## config.mk

```make
export PLATFORM = sky130hd
export DESIGN_NAME = runway_arbiter
export DESIGN_NICKNAME = d
export VERILOG_FILES = /design/src/rtl/runway_arbiter.sv
export SDC_FILE = /design/constraint.sdc
export NUM_CORES = 1
export LEC_CHECK = 0
export BUFFER_PORTS_ARGS = -buffer_cell sky130_fd_sc_hd__buf_2
export CORE_MARGIN = 2
export CORE_UTILIZATION = 54
export DETAILED_ROUTE_END_ITERATION = 10
export PLACE_DENSITY_LB_ADDON = 0.15
export SLEW_MARGIN = 10
export SYNTH_ARGS = -nofsm -noshare
export SYNTH_HDL_FRONTEND = slang
export SYNTH_SLANG_ARGS = --single-unit
```

## constraint.sdc

```tcl
create_clock -name CLK -period 2.5 [get_ports CLK]
set_clock_uncertainty 0.15 [all_clocks]
set_input_delay 0.125 -clock CLK [delete_from_list [all_inputs] [get_ports CLK]]
set_output_delay 0.125 -clock CLK [all_outputs]
set_load 0.005 [all_outputs]
```

## src/rtl/runway_arbiter.sv

```systemverilog
// runway_arbiter: single-runway landing/takeoff arbiter with round-robin grants,
// occupancy timeout into a fault lockout, and weather-driven takeoff inhibit.
module runway_arbiter #(
  parameter int OCC_LIMIT    = 16,
  parameter int CLEAR_CYCLES = 4
) (
  input  logic       CLK,
  input  logic       RST,
  input  logic [1:0] ECSU_state,
  input  logic       emergency_landing_alert,
  input  logic [3:0] land_req,
  input  logic [3:0] takeoff_req,
  input  logic       op_done,
  output logic [3:0] land_grant,
  output logic [3:0] takeoff_grant,
  output logic [1:0] runway_state,
  output logic       runway_fault,
  output logic       takeoff_inhibit
);
  typedef enum logic [1:0] {IDLE, LANDING, TAKEOFF, FAULT} state_e;
  state_e     state_q = IDLE, state_d;
  logic [3:0] land_grant_q = '0, land_grant_d;
  logic [3:0] takeoff_grant_q = '0, takeoff_grant_d;
  logic       fault_q = 1'b0, fault_d;
  logic [1:0] lptr_q = '0, lptr_d, tptr_q = '0, tptr_d;
  logic [4:0] occ_q = '0, occ_d, lock_q = '0, lock_d;
  logic [3:0] t_req;
  logic       l_any, t_any, busy, idle, occ_timeout, lock_done;
  logic [1:0] l_idx, t_idx;
  assign takeoff_inhibit = ECSU_state[1] | emergency_landing_alert;
  assign t_req           = takeoff_req & {4{~takeoff_inhibit}};
  assign idle            = state_q == IDLE;
  assign busy            = state_q == LANDING || state_q == TAKEOFF;
  assign occ_timeout     = occ_q == 5'(OCC_LIMIT - 1);
  assign lock_done       = lock_q == 5'(CLEAR_CYCLES - 1);
  // Scan offsets high to low so the request nearest the pointer wins.
  always_comb begin
    l_any = 1'b0;
    l_idx = lptr_q;
    t_any = 1'b0;
    t_idx = tptr_q;
    for (int k = 3; k >= 0; k--) begin
      if (land_req[lptr_q + 2'(k)]) begin
        l_any = 1'b1;
        l_idx = lptr_q + 2'(k);
      end
      if (t_req[tptr_q + 2'(k)]) begin
        t_any = 1'b1;
        t_idx = tptr_q + 2'(k);
      end
    end
  end
  always_ff @(posedge CLK) begin
    if (RST) begin
      state_q         <= IDLE;
      land_grant_q    <= '0;
      takeoff_grant_q <= '0;
      fault_q         <= 1'b0;
      lptr_q          <= '0;
      tptr_q          <= '0;
      occ_q           <= '0;
      lock_q          <= '0;
    end else begin
      state_q         <= state_d;
      land_grant_q    <= land_grant_d;
      takeoff_grant_q <= takeoff_grant_d;
      fault_q         <= fault_d;
      lptr_q          <= lptr_d;
      tptr_q          <= tptr_d;
      occ_q           <= occ_d;
      lock_q          <= lock_d;
    end
  end
  // op_done is checked before the timeout so it wins when both coincide.
  always_comb begin
    state_d = state_q;
    case (state_q)
      IDLE:    state_d = l_any ? LANDING : t_any ? TAKEOFF : IDLE;
      FAULT:   state_d = lock_done ? IDLE : FAULT;
      default: state_d = op_done ? IDLE : occ_timeout ? FAULT : state_q;
    endcase
  end
  always_comb begin
    land_grant_d    = state_d == LANDING ? (idle ? 4'b0001 << l_idx : land_grant_q) : 4'b0000;
    takeoff_grant_d = state_d == TAKEOFF ? (idle ? 4'b0001 << t_idx : takeoff_grant_q) : 4'b0000;
    fault_d         = state_d == FAULT;
    lptr_d          = idle && l_any ? l_idx + 2'd1 : lptr_q;
    tptr_d          = idle && !l_any && t_any ? t_idx + 2'd1 : tptr_q;
    occ_d           = busy ? occ_q + 5'd1 : 5'd0;
    lock_d          = state_q == FAULT ? lock_q + 5'd1 : 5'd0;
  end
  assign land_grant    = land_grant_q;
  assign takeoff_grant = takeoff_grant_q;
  assign runway_state  = state_q;
  assign runway_fault  = fault_q;
endmodule

```

==> summary by stage <==
Yosys
After synthesis, the cell types taking the most area are dfxtp_1 36%, ha_1 12%, mux2i_1 7.3%, nor2_1 5.5%, nor2b_1 4.1%. In this run the cell area of the synthesized design comes to 1371 µm². Of all cell types, the one taking the most synthesized area is dfxtp_1. The post-synthesis area per instance is between 9 and 10 µm². The most frequently used flop master after synthesis is dfxtp_1. For this run, asynchronously set or reset flops after synthesis account for 0%. The number of flops mapped to enable cells by yosys is 0. The cell count after synthesis came out at 146. Yosys mapped the design onto 37 distinct sky130hd cell types. The net count of the mapped netlist is ~170.

The share of the yosys chip area belonging to registers is 36.50%. The count of synthesis-stage warnings from yosys is 0. The fraction of synthesized cell area taken by the top area cell type is 36.50%. The synthesized design contains 25 register bits.

Routing
The first detailed-routing pass took 4 iterations. For this block, the initial DRC count from the detailed router was 12. For this run, design rule violations remaining after detail routing come to 0. The routed wire length is 2551 µm. Using the TritonRoute via totals, the vias-per-cell ratio works out to 5.556. The vias after detailed routing is between 1k and 1.5k. Dividing the detail-routed wire length by the instance count gives 12.44 µm. The detail route stage leaves a number of antenna-violating nets equal to 0.

Placement
Detailed placement finished with a half-perimeter wire length of 1997 µm. The number of buffers added on ports is 24. The final RePlAce weighted congestion is 0.7494.

Power and ir drop
The switching part of the total power is between 30 and 40%. The post-layout total power is a little over 0.0008 W. The combinational fraction of design power is between 20% and 30%. The leakage dissipation is 0.7429 nW. The power density of the placed cells is 516.0 nW/µm².

The internal power contribution is 0.0005653 W. The largest vdd supply drop is 0.5056 mV. The share of total power in the clock network is 22.8%.

The reported net switching power is 0.0002443 W. The share of total power dissipated in sequential elements is 53.5%.

Run
The max-cap violation count is 0.

STA
The final worst-path cycle share is 82.35%. The smallest hold slack is 0.1145 ns. Setup repair after global routing left no endpoint under its margin. The minimum clock period is 2.059 ns.

The total count of hold-check failures in the final report is 0. In this run the tightest slew margin relative to its limit is ~63%. The max-slew violation count came to 0. Setup violations remaining at the end of the flow were counted as 0.

Summed over all failing endpoints, the final setup total negative slack is 0 ns. For the pin with the worst max-slew slack, the measured transition is 0.5518 ns. The highest clock rate is 0.4857 GHz.

Clock tree
The level count of the clock H-tree is 1. Clock tree synthesis found a total of 25 sinks. TritonCTS built the clock tree. The number of clock buffers added by TritonCTS is 3. The number of buffers on the longest clock path is 2. Clock tree synthesis selected as its root buffer the cell clkbuf_4. The worst-skew pair later-pin latency is 0.32 ns. The number of buffers inserted to repair setup after CTS is 0. The clock slew seen by the registers of the worst setup and hold paths is 0.14 ns.

Global route
The met2 track demand over resource in global routing is 32.13%. The maximum number of pins on one net before global-route repair is 15. The first global-routing pass estimated between 4000 and 5000 µm of wire.

For this run, global-route usage on met1 was measured as 23.66%. The total overflow reported by the global router is 0. The number of antenna violations at the first check in global routing was 0. The layer flagged by global routing as most heavily used is met2. The via count of the first global-routing pass is around 1.0k. For this run, global-route usage on met3 was measured as 6.284%. The all-layer global routing usage is around a fifth.

Die
The floorplan core area is 2432 µm². The die is 54.40 µm wide. The die footprint is 2959 µm².

The die outline height is 54.40 µm. The standard-cell row count is 18. The I/O pin total is 26.

The effective utilization at floorplan is between 50 and 60%.

Critical path
STA classifies the critical path endpoint as a flop. The data arrival time at the worst-slack endpoint is 2.13 ns. The type of the worst setup path is reg2reg. The worst setup path is launched from a flop. At the worst endpoint, the required time is 2.58 ns. Along the worst path, the maximum fanout reaches 6.

Layout
The layout overhead on the synthesized area is 14.42%. Of the cells placed in the final design, the portion with a size suffix greater than 1 is between 20% and 30%. The final-stage net count is between 200 and 250. After filler insertion, the fill cell instance count of the layout stands at 207. The number of antenna repair diodes is 0.

Measured on the finished design, the core utilization comes to 64.51%.

Hold path
The path category of the worst min-delay check is in2reg.

Status
The run finished with clean final reports.
[sequential cells by signal (all words and copies together) (netlist names)]
signal	cells
occ_q	5
takeoff_grant	4
runway_fault	1
lock_q	5
lptr_q	2
tptr_q	2
runway_state	2
land_grant	4
[final timing paths]
path / from / end / slack [ns] / cells after the start
worst min register to register: occ_q[0] / occ_q[0] / 0.31 / 1
worst max-delay path: occ_q[0] / land_grant[1] / 0.44 / 7
worst max register to register: occ_q[0] / land_grant[1] / 0.44 / 7
worst min-delay path: ECSU_state[1] / tptr_q[0] / 0.11 / 4
[per-stage QoR]
stage	std cells	setup slack, ns	cell area (µm²)
2_1_floorplan	146	0.5934	1371
6_report	205	0.4412	1569
4_1_cts	205	0.4248	1569
3_5_place_dp	200	0.4689	1531
5_1_grt	205	0.3147	1569
3_3_place_gp	200	0.4833	1531
[timing repair]
action | in CTS | in global routing
gates resized for setup | 0 | 0
endpoints found under the hold margin | 3 | 0
hold buffers | 1 | 0
[critical path: stages (launching register included)]
cell,delay (ns)
dfxtp_1,0.35
ha_1,0.22
and3_1,0.18
ha_1,0.19
or2_2,0.29
a22oi_1,0.19
a21o_1,0.31
nor3_2,0.08
[logic make-up (layout without fill, tap and decap cells)]
kind of cell               count (synthesis)  in the layout  share of synthesized area [%]
AOI/OAI and AO/OA                         21             21                          11.50
adders and majority gates                 13             13                          11.86
xor gates and xnor gates                   5              5                          3.194
and+or+nand+nor                           59             59                          24.36
muxes                                     11             11                          9.216
DFF                                       25             25                          36.50
buffers and inverters                     12             41                          3.376
[layout by cell type (no fill, tap or decap), drive strengths merged, types with 2 or more instances in the layout]
| cell type | synthesis | final |
|---|---|---|
| dfxtp | 25 | 25 |
| buf | 1 | 25 |
| nor2 | 20 | 20 |
| ha | 13 | 13 |
| inv | 11 | 11 |
| mux2i | 10 | 10 |
| nor2b | 9 | 9 |
| o21ai | 6 | 6 |
| nor3 | 6 | 6 |
| nand2 | 5 | 5 |
| a21oi | 4 | 4 |
| nand3 | 4 | 4 |
| and3 | 4 | 4 |
| xor2 | 3 | 3 |
| clkbuf | 0 | 3 |
| nor3b | 2 | 2 |
| a21o | 2 | 2 |
| and2 | 2 | 2 |
| xnor2 | 2 | 2 |
| or4 | 2 | 2 |
[synth_stat cells (all sizes together) (3+ instances only)]
library cell,n
a21oi,4
and3,4
dfxtp,25
ha,13
inv,11
mux2i,10
nand2,5
nand3,4
nor2,20
nor2b,9
nor3,6
o21ai,6
xor2,3
[layer usage]
layer	part of all wire, %	up-vias
met4	0.24	0
met1	49	533
met5	0	-
met2	47	28
met3	4.3	2
li1	-	576
[cell type report]
cell class / count / area [µm²] / share of cell area [%]
timing repair buffer: 26 / 137.6 / 8.772
clock buffer: 3 / 22.52 / 1.435
inverter: 11 / 41.29 / 2.632
multi-input combinational: 109 / 824.5 / 52.55
tap: 30 / 37.54 / 2.392
sequential: 25 / 500.5 / 31.90
clock inverter: 1 / 5.005 / 0.3190
[power groups by stage]
stage          combinational (W)  clock [W]  sequential [W]
2_1_floorplan           0.000133          0        0.000440
3_3_place_gp            0.000184          0        0.000441
3_5_place_dp            0.000194          0        0.000443
4_1_cts                 0.000195   0.000189        0.000434
5_1_grt                 0.000218   0.000206        0.000438
6_report                0.000192   0.000185        0.000433
(Power assumes the default switching activity.)
